[src/rtl/mips_pkg.sv]
// Shared opcode/funct encodings and the execute bundle layout for the decode stage.
package mips_pkg;

   localparam int unsigned XLEN   = 32;
   localparam int unsigned NREGS  = 32;
   localparam int unsigned RIDX_W = 5;
   localparam int unsigned OP_W   = 6;
   localparam int unsigned SA_W   = 5;

   // primary opcodes
   localparam logic [OP_W-1:0] RTYPE  = 6'b000000;
   localparam logic [OP_W-1:0] REGIMM = 6'b000001;
   localparam logic [OP_W-1:0] J_OP   = 6'b000010;
   localparam logic [OP_W-1:0] JAL_OP = 6'b000011;
   localparam logic [OP_W-1:0] BEQ    = 6'b000100;
   localparam logic [OP_W-1:0] BNE    = 6'b000101;
   localparam logic [OP_W-1:0] BLEZ   = 6'b000110;
   localparam logic [OP_W-1:0] BGTZ   = 6'b000111;
   localparam logic [OP_W-1:0] ADDI   = 6'b001000;
   localparam logic [OP_W-1:0] ADDIU  = 6'b001001;
   localparam logic [OP_W-1:0] SLTI   = 6'b001010;
   localparam logic [OP_W-1:0] SLTIU  = 6'b001011;
   localparam logic [OP_W-1:0] ANDI   = 6'b001100;
   localparam logic [OP_W-1:0] ORI    = 6'b001101;
   localparam logic [OP_W-1:0] XORI   = 6'b001110;
   localparam logic [OP_W-1:0] LUI    = 6'b001111;
   localparam logic [OP_W-1:0] MUL_OP = 6'b011100;
   localparam logic [OP_W-1:0] LB     = 6'b100000;
   localparam logic [OP_W-1:0] LW     = 6'b100011;
   localparam logic [OP_W-1:0] LBU    = 6'b100100;
   localparam logic [OP_W-1:0] SB     = 6'b101000;
   localparam logic [OP_W-1:0] SW     = 6'b101011;

   // R-type function codes that change dest/regwrite
   localparam logic [OP_W-1:0] F_JR   = 6'b001000;

   localparam logic [RIDX_W-1:0] REG_RA = 5'd31;

   // execute bundle held in the pipeline register
   typedef struct packed {
      logic [XLEN-1:0]   pc;
      logic [XLEN-1:0]   insn;
      logic [XLEN-1:0]   rs_data;
      logic [XLEN-1:0]   rt_data;
      logic [SA_W-1:0]   sa;
      logic [XLEN-1:0]   imm;
      logic [OP_W-1:0]   alu_op;
      logic [RIDX_W-1:0] dest;
      logic              regwrite;
   } ex_bundle_t;

endpackage

[src/rtl/mips_regfile.sv]
// Architectural register file: r0 reads zero, two async read ports with writeback bypass.
module mips_regfile
   import mips_pkg::*;
(
   input  logic              clock,
   input  logic              reset_n,
   input  logic [RIDX_W-1:0] rs_addr,
   input  logic [RIDX_W-1:0] rt_addr,
   output logic [XLEN-1:0]   rs_data_c,
   output logic [XLEN-1:0]   rt_data_c,
   input  logic              wb_en,
   input  logic [RIDX_W-1:0] wb_addr,
   input  logic [XLEN-1:0]   wb_data
);

   logic [XLEN-1:0] regs [NREGS];

   // write port; r0 is never written so it stays zero
   always_ff @(posedge clock or negedge reset_n) begin
      if (!reset_n) begin
         for (int unsigned i = 0; i < NREGS; i++) regs[i] <= '0;
      end else if (wb_en && wb_addr != '0) begin
         regs[wb_addr] <= wb_data;
      end
   end

   // read ports with same-cycle writeback forwarding
   always_comb begin
      rs_data_c = '0;
      rt_data_c = '0;
      if (rs_addr != '0)
         rs_data_c = (wb_en && wb_addr == rs_addr) ? wb_data : regs[rs_addr];
      if (rt_addr != '0)
         rt_data_c = (wb_en && wb_addr == rt_addr) ? wb_data : regs[rt_addr];
   end

endmodule

[src/rtl/mips_decode_stage.sv]
// Decode stage: register read, immediate/ALUOp/dest decode, one-entry handshake register.
module mips_decode_stage
   import mips_pkg::*;
(
   input  logic              clock,
   input  logic              reset_n,
   input  logic              fd_valid,
   input  logic [XLEN-1:0]   fd_pc,
   input  logic [XLEN-1:0]   fd_insn,
   output logic              fd_ready,
   output logic              ex_valid,
   input  logic              ex_ready,
   output logic [XLEN-1:0]   ex_pc,
   output logic [XLEN-1:0]   ex_insn,
   output logic [XLEN-1:0]   ex_rsData,
   output logic [XLEN-1:0]   ex_rtData,
   output logic [SA_W-1:0]   ex_saData,
   output logic [XLEN-1:0]   ex_immSXData,
   output logic [OP_W-1:0]   ex_ALUOp,
   output logic [RIDX_W-1:0] ex_dest,
   output logic              ex_regwrite,
   input  logic              flush,
   input  logic              wb_en,
   input  logic [RIDX_W-1:0] wb_addr,
   input  logic [XLEN-1:0]   wb_data
);

   ex_bundle_t        ex_q;
   ex_bundle_t        dec_c;
   logic              valid_q;
   logic [XLEN-1:0]   rs_data_c;
   logic [XLEN-1:0]   rt_data_c;
   logic [OP_W-1:0]   opcode_c;
   logic [OP_W-1:0]   funct_c;

   mips_regfile u_regfile (
      .clock     (clock),
      .reset_n   (reset_n),
      .rs_addr   (fd_insn[25:21]),
      .rt_addr   (fd_insn[20:16]),
      .rs_data_c (rs_data_c),
      .rt_data_c (rt_data_c),
      .wb_en     (wb_en),
      .wb_addr   (wb_addr),
      .wb_data   (wb_data)
   );

   // a free or draining register can take a new instruction
   assign fd_ready = !valid_q || ex_ready;

   // combinational decode of the presented instruction
   always_comb begin
      dec_c          = '0;
      opcode_c       = fd_insn[31:26];
      funct_c        = fd_insn[5:0];
      dec_c.pc       = fd_pc;
      dec_c.insn     = fd_insn;
      dec_c.rs_data  = rs_data_c;
      dec_c.rt_data  = rt_data_c;
      dec_c.sa       = fd_insn[10:6];
      dec_c.imm      = (opcode_c inside {ANDI, ORI, XORI}) ?
                       {16'h0000, fd_insn[15:0]} : {{16{fd_insn[15]}}, fd_insn[15:0]};
      dec_c.alu_op   = (opcode_c == RTYPE || opcode_c == MUL_OP) ? funct_c : opcode_c;
      case (opcode_c)
         RTYPE: begin
            if (funct_c != F_JR) begin
               dec_c.dest     = fd_insn[15:11];
               dec_c.regwrite = 1'b1;
            end
         end
         MUL_OP: begin
            dec_c.dest     = fd_insn[15:11];
            dec_c.regwrite = 1'b1;
         end
         JAL_OP: begin
            dec_c.dest     = REG_RA;
            dec_c.regwrite = 1'b1;
         end
         ADDI, ADDIU, SLTI, SLTIU, ANDI, ORI, XORI, LUI, LW, LB, LBU: begin
            dec_c.dest     = fd_insn[20:16];
            dec_c.regwrite = 1'b1;
         end
         BEQ, BNE, BLEZ, BGTZ, REGIMM, J_OP, SW, SB: dec_c.regwrite = 1'b0;
         default: dec_c.regwrite = 1'b0;
      endcase
   end

   // pipeline register: flush wins, then accept, else hold with operand refresh
   always_ff @(posedge clock or negedge reset_n) begin
      if (!reset_n) begin
         valid_q <= 1'b0;
         ex_q    <= '0;
      end else if (flush) begin
         valid_q <= 1'b0;
      end else if (fd_ready) begin
         valid_q <= fd_valid;
         if (fd_valid) ex_q <= dec_c;
      end else begin
         if (wb_en && wb_addr != '0 && wb_addr == ex_q.insn[25:21]) ex_q.rs_data <= wb_data;
         if (wb_en && wb_addr != '0 && wb_addr == ex_q.insn[20:16]) ex_q.rt_data <= wb_data;
      end
   end

   assign ex_valid     = valid_q;
   assign ex_pc        = ex_q.pc;
   assign ex_insn      = ex_q.insn;
   assign ex_rsData    = ex_q.rs_data;
   assign ex_rtData    = ex_q.rt_data;
   assign ex_saData    = ex_q.sa;
   assign ex_immSXData = ex_q.imm;
   assign ex_ALUOp     = ex_q.alu_op;
   assign ex_dest      = ex_q.dest;
   assign ex_regwrite  = ex_q.regwrite;

endmodule

[config.mk]
export PLATFORM = sky130hd
export DESIGN_NAME = mips_decode_stage
export DESIGN_NICKNAME = d
export VERILOG_FILES = /design/src/rtl/mips_pkg.sv /design/src/rtl/mips_regfile.sv /design/src/rtl/mips_decode_stage.sv
export SDC_FILE = /design/constraint.sdc
export NUM_CORES = 2
export LEC_CHECK = 0
export CAP_MARGIN = 0
export CORE_MARGIN = 2
export CORE_UTILIZATION = 45
export CTS_CLUSTER_DIAMETER = 120
export CTS_CLUSTER_SIZE = 30
export DETAILED_ROUTE_END_ITERATION = 12
export GPL_ROUTABILITY_DRIVEN = 0
export PLACE_DENSITY_LB_ADDON = 0.12
export SLEW_MARGIN = 5
export SYNTH_ARGS = -nofsm -noshare
export SYNTH_HDL_FRONTEND = slang
export SYNTH_SLANG_ARGS = --single-unit
[constraint.sdc]
create_clock -name clock -period 2.4 [get_ports clock]
set_clock_uncertainty 0.2 [all_clocks]
set_input_delay 0.6 -clock clock [delete_from_list [all_inputs] [get_ports clock]]
set_output_delay 0.6 -clock clock [all_outputs]
set_load 0.01 [all_outputs]
======== Word level (Yosys, flattened, before mapping) ========
Index checks and enable logic that the tools add are counted.
operators by class
  $add $sub $neg .......................... 0
  multipliers ............................. 0
  divide/modulo/power cells ............... 0
  $lt $le $gt $ge ......................... 4
  equal/unequal tests ..................... 19
  shift operators ......................... 0
  multiplexer cells ....................... 24
  bitwise operators ....................... 4
  reductions and logical operators ........ 22
operator list
  kind                                                                      number
  1024-bit bitwise mux                                                      1
  32-bit two-way mux                                                        12
  32-bit binary-select mux with 5-bit select                                2
  32-bit demux with 5-bit select                                            1
  113-bit two-way mux                                                       1
  64-bit two-way mux                                                        1
  6-bit by 4-bit == test with 1-bit output (second input constant)          8
  5-bit == test                                                             4
  5-bit one-hot mux with 4 select lines                                     1
  6-bit == test (second input constant)                                     3
  6-bit greater-or-equal comparator (second input constant)                 3
  5-bit NOT with 6-bit output                                               3
  5-bit nonzero test                                                        3
  13-bit OR reduction                                                       1
  6-bit two-way mux                                                         2
  11-bit OR reduction                                                       1
  3-bit AND reduction                                                       3
  6-bit by 2-bit == test with 1-bit output (second input constant)          1
  6-bit by 5-bit == test with 1-bit output (second input constant)          1
  1-bit logical AND                                                         6
  6-bit logical NOT                                                         1
  6-bit by 1-bit < comparator with 1-bit output (second input constant)     1
  6-bit by 4-bit inequality test with 1-bit output (second input constant)  1
  2-bit nonzero test                                                        3
  7 further kinds                                                           9
word-level totals
  register bits after elaboration ......... 1202
  bits in latches ......................... 0
  memory bits (writable) .................. 0
  ROM bits ................................ 0
  input bits .............................. 107
  output and inout bits ................... 179
  word-level logic and storage cells ...... 115
  memories kept ........................... 0

======== Depth between registers and ports, before layout ========
  word-level depth ........................ 8
  mapped depth ............................ 10
  depth with buffers taken out ............ 6

======== By module ========
Synthesis repeated with hierarchy kept, for this count alone.
second synthesis, totals
  cells, all modules ...................... 4663
  area total of the unflattened synthesis .. 62391.1 um^2
by module, submodules not included
  module             instances  cells an instance  area each (um^2)  sequential area each (um^2)
  mips_regfile       1          3792               54832.6           25624.6
  mips_decode_stage  1          871                7558.5            3553.4

======== Worst setup path after synthesis ========
No wires, ideal clock.
  path type ............................... input to register
  start point ............................. in fd_insn[21]
  end point ............................... reg ex_q (netlist bit ex_rsData[30])
  setup time .............................. 0.138 ns
  arrival ................................. 2.261 ns
  data required time ...................... 2.062 ns
  setup slack ............................. -0.199 ns
  stages .................................. 8
  path buffers ............................ 3
  cell sequence ........................... buf_2 buf_2 buf_2 mux4_2 a22oi_1 nand2_1 a221oi_1 o211ai_1
between the ends
  longest elaborated chain between the ends .. 8
  elaborated cells between the ends (all ways) .. 11
  classes of those cells .................. 1 x eq/ne; 7 x mux; 1 x bitwise; 2 x reduce/logical
RTL lines
  item                                                   line                     RTL
  start: declaration                                     mips_decode_stage.sv:9   input logic [XLEN-1:0] fd_insn,
  5-bit NOT with 6-bit output (not written as such)      mips_regfile.sv:32       rs_data_c = (wb_en && wb_addr == rs_addr) ? wb_data : regs[rs_addr];
  32-bit binary-select mux with 5-bit select             mips_regfile.sv:32
  32-bit two-way mux (not written as such) (2 in a row)  mips_regfile.sv:32
  32-bit two-way mux                                     mips_regfile.sv:32
  32-bit two-way mux (*)                                 mips_regfile.sv:31       if (rs_addr != '0)
  113-bit two-way mux (*)                                mips_decode_stage.sv:97  if (fd_valid) ex_q <= dec_c;
  64-bit two-way mux (*)                                 mips_decode_stage.sv:95  end else if (fd_ready) begin
  end: declaration                                       mips_decode_stage.sv:28  ex_bundle_t ex_q;
Every way passes the cells marked *; elsewhere a longest branch is shown, timed or not. The select of a mux whose other input is x is not followed.
A chain may end at the register's enable or synchronous reset.

======== Worst setup path after layout ========
  start point ............................. in fd_insn[25]
  end point ............................... reg ex_q (netlist bit ex_rsData[20])
Same word-level chain as after synthesis.

==> run_results.csv <==
group,metric,value,unit
timing,hold_violations,0,
floorplanning,row_count,134,
floorplanning,fp.dieW,372,µm
timing,rsz0062_at_grt,"yes",
finish,layout-drive-gt1-share,36.1,%
finish,stdcell_count,6781,
critical_path,worstReg2RegStart,"ex_valid$_DFFE_PN0P_",
synthesis,syn_avg_cell_area,13.5,µm²
status,outcome,"complete, no violations",
critical_path,crit_path_end,"ex_rsData[20]$_DFFE_PN0P_",
drt,drtAntennaViolNets,0,
power_and_ir_drop,clkPwrFrac,21.0,%
critical_path,critPathTopFamily,"buffers and inverters",
power_and_ir_drop,cellPowerDensity,677,mW/mm²
synthesis,synthCells,4521,
critical_path,regToRegEndpoint,"ex_rtData[4]$_DFFE_PN0P_",
synthesis,yosys_warnings,0,
finish,fillers,11260,
critical_path,cp_max_fo,10,
critical_path,crit_path_end_kind,"register",
floorplanning,coreArea,0.134,mm²
timing,whs,0.116,ns
timing,finalMaxSlewViolations,0,
power_and_ir_drop,switchingPower,0.0149,W
finish,multi_input_area,0.0298,mm²
global_route,antenna_found_initial,11,
global_route,track_usage,31.4,%
drt,first_pass_iters,7,
clock_tree,numCtsBuffers,46,
timing,post-route-period-util,98.8,%
drt,vias_per_cell,6.38,
synthesis,ys_types,61,
synthesis,synth_top_area_cell,"dfrtp_1",
synthesis,ys_seq_elements,1166,
clock_tree,clk_latency,0.73,ns
timing,setup-violations-final,0,
drt,drcViolationCount,0,
timing,min_period,2.37,ns
place,io_buffers,285,
power_and_ir_drop,finalPower,0.0491,W
finish,final_common_cell,"dfrtp_1",
synthesis,ys_seq_area_share,47.9,%
floorplanning,die_h,372,µm
drt,dr_total_vias,43261,
clock_tree,clkSlewWorstSetupHoldPaths,0.12,ns
power_and_ir_drop,combPwrFrac,25.6,%
timing,fmax,422,MHz
critical_path,worstPathCellList,"clkdlybuf4s50_1 > buf_12 > buf_4 > nor2b_4 > buf_4 > a22oi_1 > nand2_1 > a221oi_2 > buf_4 > o211ai_1",
critical_path,reg2reg_slack,0.08,ns
synthesis,synth.area.top_cells,"dfrtp_1 (48%), mux4_2 (14%), mux2_2 (11%)",
finish,ff_latch_area,0.0292,mm²
drt,first_iter_violations,4555,
clock_tree,cts_tree,"yes",
finish,final_util,54.2,%
power_and_ir_drop,power.leakage,32.2,nW
floorplanning,io_pins,286,
critical_path,critPathArrivalTime,2.78,ns
clock_tree,cts_root_buffer,"clkbuf_16",
global_route,grt_max_degree,97,
clock_tree,cts_num_sinks,1166,
finish,mostFrequentLayoutCells,"dfrtp_1 (1,136), mux2_2 (577), mux2_1 (553)",
global_route,grt_pass1_vias,43258,
finish,area_growth_syn_to_layout,19.1,%
finish,nNetsFinal,5111,
power_and_ir_drop,ir_drop,559,µV
job,max_cap_viol_count,0,
timing,max-slew-margin-rel,42.5,%
synthesis,synth_top_area_share,47.9,%
drt,wirelength,217000,µm
min_path,hp-class,"input pin to async pin",
synthesis,syn-cell-area,0.0609,mm²
place,dp_hpwl,148000,µm
global_route,grt_pass1_wl,315000,µm
place,placedCellCount,6690,
drt,wl_per_cell,32.0,µm
clock_tree,cts_max_level,2,
power_and_ir_drop,p_seq_share,53.4,%
floorplanning,start_util,45.5,%
clock_tree,cts_buffer_depth,3,
synthesis,synth_edf_count,0,
floorplanning,fp.dieArea,0.138,mm²
power_and_ir_drop,p_sw_share,30.3,%
global_route,overflow,0,
synthesis,async_flop_share,100,%
critical_path,slowest_stage,"clkdlybuf4s50_1",
critical_path,cp.depth,10,
critical_path,critical_path.startpoint,"fd_insn[25]",
critical_path,cp.required,2.81,ns
power_and_ir_drop,p_int,0.0343,W
synthesis,ys.flop_type,"dfrtp_1",
critical_path,path_buf_inv,5,
critical_path,worstSetupPathType,"input pin to register",
synthesis,syn_nets,4628,
critical_path,reg2reg_depth,7,
critical_path,slowest_delay,0.45,ns
timing,worst_pin_slew,0.855,ns
critical_path,cpMostUsedCell,"buf_4",
critical_path,start_kind,"input pin",
==> worst min path at each step <==
stage | slack [ns] | cells past startpoint | to
2_1_floorplan | 0.10 | 0 | ex_ALUOp[0]$_DFFE_PN0P_
3_3_place_gp | 0.18 | 0 | u_regfile.regs[999]$_DFFE_PN0P_
3_5_place_dp | 0.18 | 0 | u_regfile.regs[995]$_DFFE_PN0P_
4_1_cts | 0.09 | 2 | u_regfile.regs[609]$_DFFE_PN0P_
5_1_grt | 0.11 | 2 | u_regfile.regs[673]$_DFFE_PN0P_
6_report | 0.12 | 2 | u_regfile.regs[673]$_DFFE_PN0P_
==> registers in the layout (all words and copies together) (netlist names) <==
register,cells
ex_rtData,32
ex_insn,32
u_regfile.regs,1024
ex_ALUOp,6
ex_dest,5
ex_rsData,32
ex_pc,32
ex_immSXData,1
ex_regwrite,1
ex_valid,1
==> power groups by stage <==
stage | sequential (W) | clock (W) | combinational, W
floorplan | 0.0256 | 0 | 0.00805
detailed placement | 0.0266 | 0 | 0.0127
finish | 0.0263 | 0.0103 | 0.0126
CTS | 0.0261 | 0.0106 | 0.0126
global route | 0.0267 | 0.0112 | 0.0135
global placement | 0.0264 | 0 | 0.0125
==> stage by stage <==
step	setup TNS, ns	cell area, µm²	setup slack, ns
6_report	0	72500	0.0290
5_1_grt	-0.0732	72500	-0.0139
4_1_cts	-0.110	72400	-0.110
3_5_place_dp	-628.93	71000	-0.832
3_3_place_gp	-618.11	71000	-0.856
2_1_floorplan	-0.328	61300	-0.0254
==> synthesized netlist by cell type, drive strengths merged, types with 6 or more instances <==
library cell     n
or2              6
nor3            13
a22oi           74
nor4            69
a2111oi         14
nor2b           59
nand2          331
buf            273
o211ai          35
nand3            9
mux4           391
a22o            19
nor2           114
a21boi          26
mux2          1130
a21oi           79
o22ai          117
a211oi          64
nor3b            7
a221oi          41
clkbuf         241
nand2b          15
o21ai           74
xor2             9
xnor2           11
mux2i           79
dfrtp         1166
==> timing repair <==
item | CTS | global route
hold buffers | 1 | 0
endpoints found under the setup margin | 208 | 212
gates resized for setup | 225 | 25
hold endpoints to repair | 458 | 0
buffers inserted | 27 | 7
cloned | 0 | 1
pin swaps | 0 | 2
==> worst register-to-register path, delay by kind of cell (launching register included) <==
| kind | cells | cell delay, ns |
|---|---|---|
| simple gates | 3 | 0.54 |
| flops | 1 | 0.39 |
| buf+inv | 3 | 0.91 |
| compound gates | 1 | 0.17 |
==> layer usage <==
metal | GRT usage, % | routed length [µm]
met5 | 0 | 19
met4 | 9.10 | 6810
met3 | 4.47 | 15800
met2 | 48.7 | 99500
met1 | 46.2 | 94800
==> area by class of cell <==
| class | instances | area share (%) |
|---|---|---|
| repair buffers | 949 | 13.8 |
| flip-flops and latches | 1166 | 40.3 |
| clock inverters | 7 | 0.141 |
| inverters | 5 | 0.0293 |
| diodes | 1 | 0.00345 |
| clock buffers | 49 | 1.65 |
| multi-input cells | 2836 | 41.1 |
| well taps | 1768 | 3.05 |
==> logic make-up after synthesis <==
group                     share of synthesized area, %
DFF                                               47.9
xor gates and xnor gates                         0.288
muxes                                             36.7
AOI/OAI and AO/OA                                 6.35
and+or+nand+nor                                   4.84
buffers and inverters                             3.89
(Power assumes the default switching activity.)
